==> config.mk <==
export PLATFORM = sky130hd
export DESIGN_NAME = gc_transmit
export DESIGN_NICKNAME = d
export VERILOG_FILES = /design/src/rtl/gc_pkg.sv /design/src/rtl/gc_poll_timer.sv /design/src/rtl/gc_transmit.sv
export SDC_FILE = /design/constraint.sdc
export NUM_CORES = 1
export LEC_CHECK = 0
export ABC_AREA = 1
export CORE_ASPECT_RATIO = 1.25
export CORE_MARGIN = 2
export CORE_UTILIZATION = 60
export DETAILED_ROUTE_END_ITERATION = 6
export GPL_TIMING_DRIVEN = 0
export HOLD_SLACK_MARGIN = 0.12
export PLACE_DENSITY = 0.8
export SKIP_LAST_GASP = 1
export SYNTH_ARGS = -nofsm -noshare
export SYNTH_HDL_FRONTEND = slang
export SYNTH_HIERARCHICAL = 1
export SYNTH_SLANG_ARGS = --single-unit
==> constraint.sdc <==
create_clock -name clk -period 2.4 [get_ports clk]
set_input_delay 0.48 -clock clk [delete_from_list [all_inputs] [get_ports clk]]
set_output_delay 0.48 -clock clk [all_outputs]
set_load 0.02 [all_outputs]
==> src/rtl/gc_pkg.sv <==
// Shared GameCube controller constants: poll command, bit
// count, phase multipliers and the transmit state encoding.
package gc_pkg;

    localparam logic [23:0] GC_POLL_CMD  = 24'h400300;
    localparam int          GC_CMD_BITS  = 24;
    localparam int          GC_MUL_SHORT = 1;
    localparam int          GC_MUL_LONG  = 3;
    localparam int          GC_MUL_BIT   = 4;

    typedef enum logic [2:0] {
        ST_IDLE,
        ST_BIT_LOW,
        ST_BIT_HIGH,
        ST_STOP,
        ST_HOLDOFF
    } gc_state_e;

    function automatic logic [23:0] gc_poll_word(input logic rumble);
        return GC_POLL_CMD | {{(GC_CMD_BITS-1){1'b0}}, rumble};
    endfunction

endpackage

==> src/rtl/gc_poll_timer.sv <==
// Free-running poll period counter with a sticky pending flag
// that the transmitter consumes when it starts a frame.
module gc_poll_timer #(
    parameter int POLL_PERIOD = 1600000
) (
    input  logic clk,
    input  logic rst,
    input  logic clr,
    output logic pending
);

    localparam int CW = (POLL_PERIOD > 1) ? $clog2(POLL_PERIOD) : 1;
    localparam logic [CW-1:0] LAST = CW'(POLL_PERIOD - 1);

    logic [CW-1:0] cnt;
    logic          wrap;

    assign wrap = (cnt == LAST);

    // Period counter; a wrap coinciding with a frame start is absorbed
    always_ff @(posedge clk or posedge rst) begin
        if (rst) begin
            cnt     <= '0;
            pending <= 1'b0;
        end else begin
            cnt     <= wrap ? '0 : cnt + 1'b1;
            pending <= clr ? 1'b0 : (pending | wrap);
        end
    end

endmodule

==> src/rtl/gc_transmit.sv <==
// GameCube poll command serialiser for the open-drain data line.
// Optional auto-poll timer enabled by defining GC_TX_AUTOPOLL_EN.
module gc_transmit
    import gc_pkg::*;
#(
    parameter int CYCLES_PER_US  = 100,
    parameter int HOLDOFF_CYCLES = 40000,
    parameter int POLL_PERIOD    = 1600000
) (
    input  logic clk,
    input  logic rst,
    input  logic start,
    input  logic rumble,
    output logic data_oe,
    output logic send,
    output logic busy,
    output logic done
);

    localparam int C  = CYCLES_PER_US;
    localparam int PW = $clog2(GC_MUL_LONG * C);
    localparam int HW = (HOLDOFF_CYCLES > 1) ?
                        $clog2(HOLDOFF_CYCLES) : 1;

    localparam logic [PW-1:0] LO_ONE  =
        PW'(GC_MUL_SHORT * C - 1);
    localparam logic [PW-1:0] LO_ZERO =
        PW'(GC_MUL_LONG * C - 1);
    localparam logic [PW-1:0] HI_ONE  =
        PW'((GC_MUL_BIT - GC_MUL_SHORT) * C - 1);
    localparam logic [PW-1:0] HI_ZERO =
        PW'((GC_MUL_BIT - GC_MUL_LONG) * C - 1);
    localparam logic [HW-1:0] HOLD_LAST =
        HW'(HOLDOFF_CYCLES - 1);
    localparam logic [4:0]    FIRST_BIT =
        5'(GC_CMD_BITS - 1);

    gc_state_e     state, state_n;
    logic [PW-1:0] ph, ph_n;
    logic [HW-1:0] ho, ho_n;
    logic [4:0]    idx, idx_n, nxt_idx;
    logic [23:0]   cmd, cmd_n;
    logic          frame_go;
    logic          poll_req;

`ifdef GC_TX_AUTOPOLL_EN
    gc_poll_timer #(
        .POLL_PERIOD (POLL_PERIOD)
    ) u_timer (
        .clk     (clk),
        .rst     (rst),
        .clr     (frame_go),
        .pending (poll_req)
    );
`else
    logic unused_poll;
    assign unused_poll = (POLL_PERIOD != 0);
    assign poll_req    = 1'b0;
`endif

    // State register
    always_ff @(posedge clk or posedge rst) begin
        if (rst) state <= ST_IDLE;
        else     state <= state_n;
    end

    // Next state, phase reloads and command latch
    always_comb begin
        state_n  = state;
        ph_n     = ph;
        ho_n     = ho;
        idx_n    = idx;
        cmd_n    = cmd;
        frame_go = 1'b0;
        nxt_idx  = idx - 5'd1;
        unique case (state)
            ST_IDLE: begin
                if (start || poll_req) begin
                    frame_go = 1'b1;
                    state_n  = ST_BIT_LOW;
                    idx_n    = FIRST_BIT;
                    cmd_n    = gc_poll_word(rumble);
                    ph_n     = cmd_n[GC_CMD_BITS-1] ?
                               LO_ONE : LO_ZERO;
                end
            end
            ST_BIT_LOW: begin
                if (ph == '0) begin
                    state_n = ST_BIT_HIGH;
                    ph_n    = cmd[idx] ? HI_ONE : HI_ZERO;
                end else begin
                    ph_n = ph - 1'b1;
                end
            end
            ST_BIT_HIGH: begin
                if (ph != '0) begin
                    ph_n = ph - 1'b1;
                end else if (idx == '0) begin
                    state_n = ST_STOP;
                    ph_n    = LO_ONE;
                end else begin
                    state_n = ST_BIT_LOW;
                    idx_n   = nxt_idx;
                    ph_n    = cmd[nxt_idx] ? LO_ONE : LO_ZERO;
                end
            end
            ST_STOP: begin
                if (ph == '0) begin
                    state_n = ST_HOLDOFF;
                    ho_n    = HOLD_LAST;
                end else begin
                    ph_n = ph - 1'b1;
                end
            end
            ST_HOLDOFF: begin
                if (ho == '0) state_n = ST_IDLE;
                else          ho_n    = ho - 1'b1;
            end
            default: state_n = ST_IDLE;
        endcase
    end

    // Datapath registers and outputs decoded from the next state
    always_ff @(posedge clk or posedge rst) begin
        if (rst) begin
            ph      <= '0;
            ho      <= '0;
            idx     <= '0;
            cmd     <= '0;
            data_oe <= 1'b0;
            send    <= 1'b0;
            busy    <= 1'b0;
            done    <= 1'b0;
        end else begin
            ph      <= ph_n;
            ho      <= ho_n;
            idx     <= idx_n;
            cmd     <= cmd_n;
            data_oe <= (state_n == ST_BIT_LOW) ||
                       (state_n == ST_STOP);
            send    <= (state_n == ST_BIT_LOW)  ||
                       (state_n == ST_BIT_HIGH) ||
                       (state_n == ST_STOP);
            busy    <= (state_n != ST_IDLE);
            done    <= (state_n == ST_HOLDOFF) && (ho_n == '0);
        end
    end

endmodule

Word level (Yosys, flattened, before mapping). Cells that the tools add are included.

Bits in registers: 39. Input port bits: 4. Output and inout bits: 4. Logic and storage cells: 68.

Add/subtract/negate cells: 3. Magnitude comparators: 2. Equality and inequality tests: 12. Muxes and demuxes: 26. Reductions and logical operators: 16.

Operators with widths (count): 2-to-1 mux 9 bit (7); case mux 9 bit (4 select lines) (1); logical NOT 16 bit (2); 2-to-1 mux 16 bit (2); case mux 16 bit (2 select lines) (1); subtractor 16 x 1 -> 16 bit (second input constant) (1); 2-to-1 mux 3 bit (5); 2-to-1 mux 5 bit (3); case mux 3 bit (5 select lines) (1); == test 3 x 2 -> 1 bit (second input constant) (4); < comparator 5 x 6 -> 1 bit (second input constant) (2); binary-select mux 1 bit (select 5 bit) (2); case mux 5 bit (2 select lines) (1); logical NOT 9 bit (1); nonzero test 9 bit (1); subtractor 9 x 1 -> 9 bit (second input constant) (1); inequality test 2 bit (second input constant) (4); == test 3 x 1 -> 1 bit (second input constant) (2); == test 3 bit (second input constant) (2); logical NOT 5 bit (1); subtractor 5 x 1 -> 5 bit (second input constant) (1); AND reduction 4 bit (1); nonzero test 4 bit (1); logical NOT 3 bit (1); other kinds (8) (11).

Depth between registers and ports, before layout. Gate-level depths: netlist (run 1).

Depth after elaboration: 7. Gate-level depth with buffers: 16. Gate-level depth less buffers: 16.

Worst setup path before layout (run 1). Ideal clock, no wire load.

Kind: reg-to-reg. Start: reg ph[0]. End: reg done. Library setup time: 71 ps. Data arrival time: 1656 ps. Slack: 673 ps. Stages on the path, launching flop included: 17. Buffers on the path: 0. Cells stage by stage: dfrtp_1 -> inv_1 -> ha_1 -> inv_1 -> nor2_1 -> nand2_2 -> nor2_8 -> inv_2 -> nand2_2 -> nand2_2 -> nor2_1 -> nand2_1 -> nand2_1 -> nand2_1 -> nor2_1 -> nand3_1 -> nor2_1.

Longest elaborated chain between the ends: 5. Elaborated cells on any way between the ends: 11. Classes of those cells: 1 x eq/ne; 6 x mux; 4 x reduce/logical.

Ends and longest elaborated chain: start, declared (line gc_transmit.sv:39) `logic [PW-1:0] ph, ph_n;`; start signal, assigned (line gc_transmit.sv:135) `ph <= ph_n;`; logical NOT 9 bit or nonzero test 9 bit (tied branches) (line gc_transmit.sv:88, gc_transmit.sv:108, gc_transmit.sv:96); 2-to-1 mux 16 bit (tied with other cells) (line gc_transmit.sv:108) `if (ph == '0) begin`; case mux 16 bit (2 select lines) or case mux 3 bit (5 select lines) (tied branches) (line gc_transmit.sv:76) `unique case (state)`; logical NOT 16 bit or == test 3 bit (tied branches) (line gc_transmit.sv:145) `done <= (state_n == ST_HOLDOFF) && (ho_n == '0);`; logical AND 1 bit (*) (line gc_transmit.sv:145); end signal, assigned (line gc_transmit.sv:145); end, declared (line gc_transmit.sv:17) `output logic done`.

Every way passes the cells marked *; elsewhere a longest branch is shown, timed or not. A chain may end at the register's enable or synchronous reset.

Final worst setup path (run 1). Same ends and word-level chain as after synthesis.

==> summary.md, run 1 <==
| Metric | Value |
|---|---|
| Outcome | finished clean |
| Max H-tree Level | 2 |
| Min-delay src | ph[0]$_DFFE_PP0P_ |
| Sw power | around 250 uW |
| Grt met3 use | 0.0415 |
| CP max FO | 10 |
| FILL cells | between 300 and 400 |
| Crit-path max cell delay | roughly 0.4 ns |
| Worst-Skew Late Latency | ~0.29 ns |
| Final WL | about 5900 um |
| Top achievable clock speed | ~0.46 GHz |
| Multiplexer area fraction after synthesis | 0.00426 |
| Critical path required time | ~2.6 ns |
| Setup TNS | 0 ns |
| Yosys warns | 6 |
| CP max stage cell | dfrtp_1 |
| Multi-input logic area | roughly 1400 um2 |
| Most common cell in the netlist | nand2_1 |
| Fin util | 0.664 |
| Fin nets | ~400 |
| Cell variety after synth | 35 |
| Net Count, Synth | just under 400 |
| GR met2 Demand/Resource | 0.478 |
| Sequential Area | just under 1000 um2 |
| Post-synth top area share | 0.369 |
| Clk buf depth | 2 |
| Final hold violation count | 0 |
| Post-cts resize count | 0 |
| Final setup violation count | 0 |
| Die area | about 5000 um2 |
| Peak supply drop | ~0.41 mV |
| First-pass GRT wire length | about 11000 um |
| Worst-Margin Slew | about 0.79 ns |
| Post-Route Skew | about 0.0054 ns |
| Dpl ws | 0.277 ns |
| DRC | 0 |
| Switching share of power | 0.222 |
| Worst slew margin | 0.474 |
| Synth area leaders | dfrtp_1, nand2_1, nor2_1 |
| Via count | between 2000 and 2500 |
| #FFs+latches synth | 39 |
| Vias in the first global route | around 2400 |
| Int Power | slightly below 900 uW |
| Syn-to-layout area delta | 8.46% |
| Setup CP Type | reg2reg |
| GRT Resource Usage Total | 0.271 |
| Post-synth top flop | dfrtp_1 |
| Cell mode on critical path | nor2_1 |
| R2r worst-path depth | 12 |
| Tmin final | approximately 2.2 ns |
| Max-cap violations | 0 |
| Final Instance Count excl. Fillers | roughly 450 |
| Pin count of the biggest net entering global routing | 40 |
| Post-synthesis sequential area ratio | 0.369 |
| Row count | 27 |
| N_diodes | 0 |
| RSZ-0062 raised after global routing | no |
| Final ANT Viol Nets | 0 |
| Initial DRT Pass Iterations | 4 |
| Adder-Cell Fraction of Synth Area | 0.0236 |
| Placer Congestion | between 0.9 and 1 |
| Static leakage | 0.00152 uW |
| Initial core utilization | 0.612 |
| Reg2reg setup slack | 0.24 ns |
| Port Buffers | 7 |
| Final period util | 0.899 |
| Largest family of logic cells by synthesized area | simple AND/OR/NAND/NOR gates |
| Hold Crit Depth | 1 |
| Met1 GRT Util | 0.305 |
| # placed instances | roughly 440 |
| Vias/cell | 5.40 |
| Post-synthesis cell area | 2650 um2 |
| Most Used Layer, Global Route | met2 |
| Hpwl dp | roughly 4500 um |
| Crit path DAT | 2.39 ns |
| Clock sinks | 39 |
| Simple-gate area share of the yosys netlist | 0.406 |
| Initial drt markers | 166 |
| Hold EP | ph[0]$_DFFE_PP0P_ |
| Avg Cell Area, Syn | around 7.0 um2 |
| Die height | 78.3 um |
| Antenna violations before repair | 0 |
| Routed len/inst | 13.1 um |
| # hold bufs at CTS | 0 |
| Critical register-to-register path endpoint | done$_DFF_PP0_ |
| Biggest area consumer among synthesized cells | dfrtp_1 |
| Total gr overflow | 0 |
| Share of cells above drive strength 1 | 0.122 |
| Setup crit start kind | flop |
| Fin worst setup slack | about 0.24 ns |
| Io pins | 8 |
| Sequential share of power | 0.590 |
| Hold WC Path Type | reg2reg |
| R2R Path Start | ph[0]$_DFFE_PP0P_ |
| Clock transition at the registers of the reported paths | about 0.080 ns |
| Clock root buffer | clkbuf_8 |
| CTS tree | yes |
| Num CTS Buffers | 5 |
| Post-synth EDFFs | 0 |
| Ys async rst share | 1.00 |
| Critical-path cell list | inv_1 -> ha_1 -> inv_1 -> nor2_1 -> nand2_2 -> nor2_8 -> a21oi_2 -> o21ai_2 -> nand3_1 -> nor2_1 -> nand3_1 -> nor2_1 |
| Die X | around 63 um |
| Power Dens Cells | approximately 390 nW/um2 |
| Core Region | ~4300 um2 |
| Post-CTS setup buffers | 0 |
| Max Transition Viols Final | 0 |
| Clk pwr share | 0.394 |
| Top cells by count, synth | nand2_1, nor2_1, inv_1 |
| Syn Inst Count | ~380 |
| Critical Path End Type | flop |
| Gate power share | 0.016 |
| XOR/XNOR share of the synthesized area | 0.0199 |
| Compound-Gate Fraction of Synth Area | 0.0827 |
==> sequential cells by signal, indices dropped and copies added (netlist names) <==
signal	count
ho	16
ph	9
idx	5
state	3
cmd	2
busy	1
data_oe	1
done	1
send	1
==> logic make-up after synthesis <==
group,Yosys count
DFF,39
muxes,1
xor gates and xnor gates,6
adders and majority gates,5
buffers and inverters,63
AOI/OAI and AO/OA,37
and+or+nand+nor,228
==> layout by cell type (no fill, tap or decap), types with 2 or more instances in the layout <==
master / count
nand2_1: 82
nor2_1: 60
inv_1: 51
nand3_1: 39
dfrtp_1: 39
o21ai_0: 14
nand4_1: 14
nand2_2: 10
nor2_2: 8
a21oi_1: 8
inv_2: 7
clkdlybuf4s50_1: 7
nor3_1: 5
ha_1: 5
clkbuf_8: 5
xor2_1: 4
nor2_4: 3
o21ai_1: 3
o211ai_1: 3
a32oi_1: 3
nor2_8: 2
o21ai_2: 2
a31oi_1: 2
xnor2_1: 2
clkbuf_1: 2
==> metrics by stage <==
stage | power (uW) | area (um2) | hold WS (ns)
2_1_floorplan | 679 | 2650 | 0.449
3_3_place_gp | 688 | 2790 | 0.470
3_5_place_dp | 689 | 2790 | 0.482
4_1_cts | 1120 | 2870 | 0.492
5_1_grt | 1140 | 2870 | 0.524
6_report | 1110 | 2870 | 0.486
==> critical path, delay by kind of cell (launching register included) <==
family,cells,cell delay [ns]
AOI/OAI and AO/OA,2,0.31
adders and majority gates,1,0.20
buffers and inverters,2,0.17
DFF,1,0.39
and+or+nand+nor,7,1.02
==> routing by layer <==
layer  up-vias  routed length [um]  share of wire
li1       1249                   -              -
met1      1124                2450           0.42
met2        50                3000           0.51
met3        19                 182          0.031
met4         0                 267          0.045
met5         -                   0              0
==> how the worst max path moves through the flow <==
stage,from,endpoint,slack [ns],cells past startpoint
2_1_floorplan,ph[0]$_DFFE_PP0P_,done$_DFF_PP0_,0.67,16
3_3_place_gp,rst,idx[3]$_DFFE_PP0P_,0.19,2
3_5_place_dp,ph[0]$_DFFE_PP0P_,done$_DFF_PP0_,0.28,12
4_1_cts,ph[0]$_DFFE_PP0P_,done$_DFF_PP0_,0.26,12
5_1_grt,ph[0]$_DFFE_PP0P_,done$_DFF_PP0_,0.05,16
6_report,ph[0]$_DFFE_PP0P_,done$_DFF_PP0_,0.24,12
==> power groups by stage <==
stage	logic [uW]	registers, uW	clock network [uW]
after detailed placement	19.0	670	0
after floorplan	9.68	670	0
after CTS	19.0	656	444
final	17.6	656	438
after global routing	21.1	656	464
after global placement	18.7	670	0
==> cell type report <==
cell class,instances,share of cell area
plain buffers,3,0.00828
clock inverters,1,0.00174
well taps,58,0.0253
repair buffers,7,0.0244
multi-input cells,277,0.494
inverters,60,0.0793
flip-flops and latches,39,0.340
clock buffers,7,0.0266
Power figures use the tool's default switching activity.
==> inputs of run 2 (changes only) <==
- CELL_PAD_IN_SITES_DETAIL_PLACEMENT: unset -> 1
- CELL_PAD_IN_SITES_GLOBAL_PLACEMENT: unset -> 1
- CORE_UTILIZATION: 60 -> 46
- DONT_BUFFER_PORTS: unset -> 1
- PLACE_DENSITY: 0.8 -> 0.82
==> summary.md, run 2 (synthesized netlist as in run 1, its figures left out) <==
| Metric | Value |
|---|---|
| First-pass GRT wire length | between 10000 and 15000 um |
| Die area | 6380 um2 |
| Post-CTS setup buffers | 0 |
| Num CTS Buffers | 5 |
| GRT Resource Usage Total | 0.244 |
| Clock sinks | 39 |
| Peak supply drop | 0.288 mV |
| Final hold violation count | 0 |
| R2r worst-path depth | 12 |
| RSZ-0062 raised after global routing | no |
| Vias/cell | between 5 and 6 |
| Power, Total | ~1200 uW |
| # hold bufs at CTS | 0 |
| Final WL | about 7200 um |
| Final setup violation count | 0 |
| Syn-to-layout area delta | 6.81% |
| Initial DRT Pass Iterations | 4 |
| Io pins | 8 |
| Hold WC Path Type | in2async |
| Gate power share | 0.011 |
| Switching share of power | 0.222 |
| Clock transition at the registers of the reported paths | ~0.08 ns |
| Critical-path cell list | inv_1 -> ha_1 -> nand2_2 -> nor2_2 -> nand2_2 -> nand3_1 -> nor2_1 -> nor2_2 -> nand3_1 -> nor2_1 -> nand3_1 -> nor2_1 |
| Sequential share of power | 0.556 |
| Die height | 88.8 um |
| Top achievable clock speed | 0.462 GHz |
| R2R Path Start | ho[0]$_DFF_PP0_ |
| Post-cts resize count | 0 |
| Clk buf depth | 2 |
| Clk pwr share | 0.433 |
| Fin nets | approximately 400 |
| Outcome | finished clean |
| Critical register-to-register path endpoint | done$_DFF_PP0_ |
| Placer Congestion | roughly 0.9 |
| Setup crit start kind | flop |
| Int Power | about 900 uW |
| Final ANT Viol Nets | 0 |
| Initial drt markers | roughly 100 |
| Sw power | about 260 uW |
| N_diodes | 0 |
| Port Buffers | 0 |
| Share of cells above drive strength 1 | 0.127 |
| Post-Route Skew | roughly 0.0097 ns |
| Worst-Margin Slew | 0.853 ns |
| Routed len/inst | ~16 um |
| Row count | 30 |
| Setup TNS | 0 ns |
| CP max FO | 9 |
| CP delay by family, top | simple AND/OR/NAND/NOR gates |
| Max H-tree Level | 2 |
| CP max stage cell | dfrtp_1 |
| Hpwl dp | around 5600 um |
| Biggest regs | ho x16, ph x9, idx x5 |
| Power Dens Cells | 418 nW/um2 |
| Number of flip-flops in the largest register | 16 |
| Via count | approximately 2500 |
| CTS tree | yes |
| Crit path DAT | around 2.4 ns |
| Most common cell after layout, fill and taps aside | nand2_1 |
| Critical Path End Type | flop |
| Worst slew margin | 0.431 |
| FILL cells | 730 |
| Worst-Skew Late Latency | about 0.30 ns |
| Final period util | 0.901 |
| Setup CP Type | reg2reg |
| Core Region | about 5500 um2 |
| Total gr overflow | 0 |
| Reg with most FFs | ho |
| Most frequent cells in the layout | nand2_1, nor2_1, inv_1 |
| Clock root buffer | clkbuf_8 |
| WP buf/inv | 1 |
| Tmin final | between 2 and 2.5 ns |
| Max-cap violations | 0 |
| Max Transition Viols Final | 0 |
| Reg2reg setup slack | about 0.24 ns |
| Static leakage | between 0.0015 and 0.002 uW |
| Pin count of the biggest net entering global routing | 40 |
| Vias in the first global route | ~2500 |
| Worst Setup SP | ho[0]$_DFF_PP0_ |
| Die X | around 72 um |
| DRC | 0 |
| Critical path required time | about 2.6 ns |
| Initial core utilization | 0.483 |
| Antenna violations before repair | 0 |
| Crit-path max cell delay | ~0.38 ns |
-- run 2: cell types whose count changed in the layout (fill, tap and decap cells not counted) --
cell,before,now
clkbuf_8,5,7
clkinv_2,1,0
clkdlybuf4s50_1,7,0
clkbuf_1,2,1
-- run 2: final cells by class --
class                      instances  area, um2  area share
tap                               64       80.1      0.0283
clock buffer                       8        100      0.0354
buffer                             3       23.8     0.00841
multi-input combinational        277       1420       0.502
inverter                          60        228      0.0806
sequential                        39        976       0.345
-- run 2: layer usage --
layer  GRT usage  vias up  share of wire
met3      0.0319       10          0.020
li1            -     1230              -
met5           0        -              0
met2       0.460       26           0.54
met1       0.276     1205           0.42
met4      0.0995        0          0.024
-- run 2: metrics by stage --
stage / setup slack, ns / utilization / hold WS (ns) / cells / cell area (um2)
2_1_floorplan: 0.673 / - / 0.449 / 379 / 2650
3_3_place_gp: 0.243 / 0.497 / 0.467 / 443 / 2730
3_5_place_dp: 0.233 / 0.497 / 0.487 / 443 / 2730
4_1_cts: 0.213 / 0.516 / 0.256 / 451 / 2830
5_1_grt: 0.0114 / 0.516 / 0.296 / 451 / 2830
6_report: 0.237 / 0.516 / 0.229 / 451 / 2830
-- run 2: worst max-delay path by stage --
stage                                 to  slack [ns]  cells after the start
final                     done$_DFF_PP0_        0.24                     12
after global routing      done$_DFF_PP0_        0.01                     16
after CTS                 done$_DFF_PP0_        0.21                     12
after detailed placement  done$_DFF_PP0_        0.23                     12
after global placement    done$_DFF_PP0_        0.24                     12
after floorplan           done$_DFF_PP0_        0.67                     16
-- run 2: power groups by stage --
stage               combinational (uW)  clock [uW]  sequential [uW]
floorplan                         9.68           0              670
detailed placement                14.4           0              670
CTS                               14.2         520              656
finish                            13.1         512              656
global route                      15.7         535              656
global placement                  13.9           0              670
-- run 2: worst reg2reg max path: stages (launching register included) --
cell	delay (ns)
dfrtp_1	0.38
inv_1	0.17
ha_1	0.28
nand2_2	0.15
nor2_2	0.21
nand2_2	0.18
nand3_1	0.12
nor2_1	0.05
nor2_2	0.10
nand3_1	0.09
nor2_1	0.16
nand3_1	0.11
nor2_1	0.10
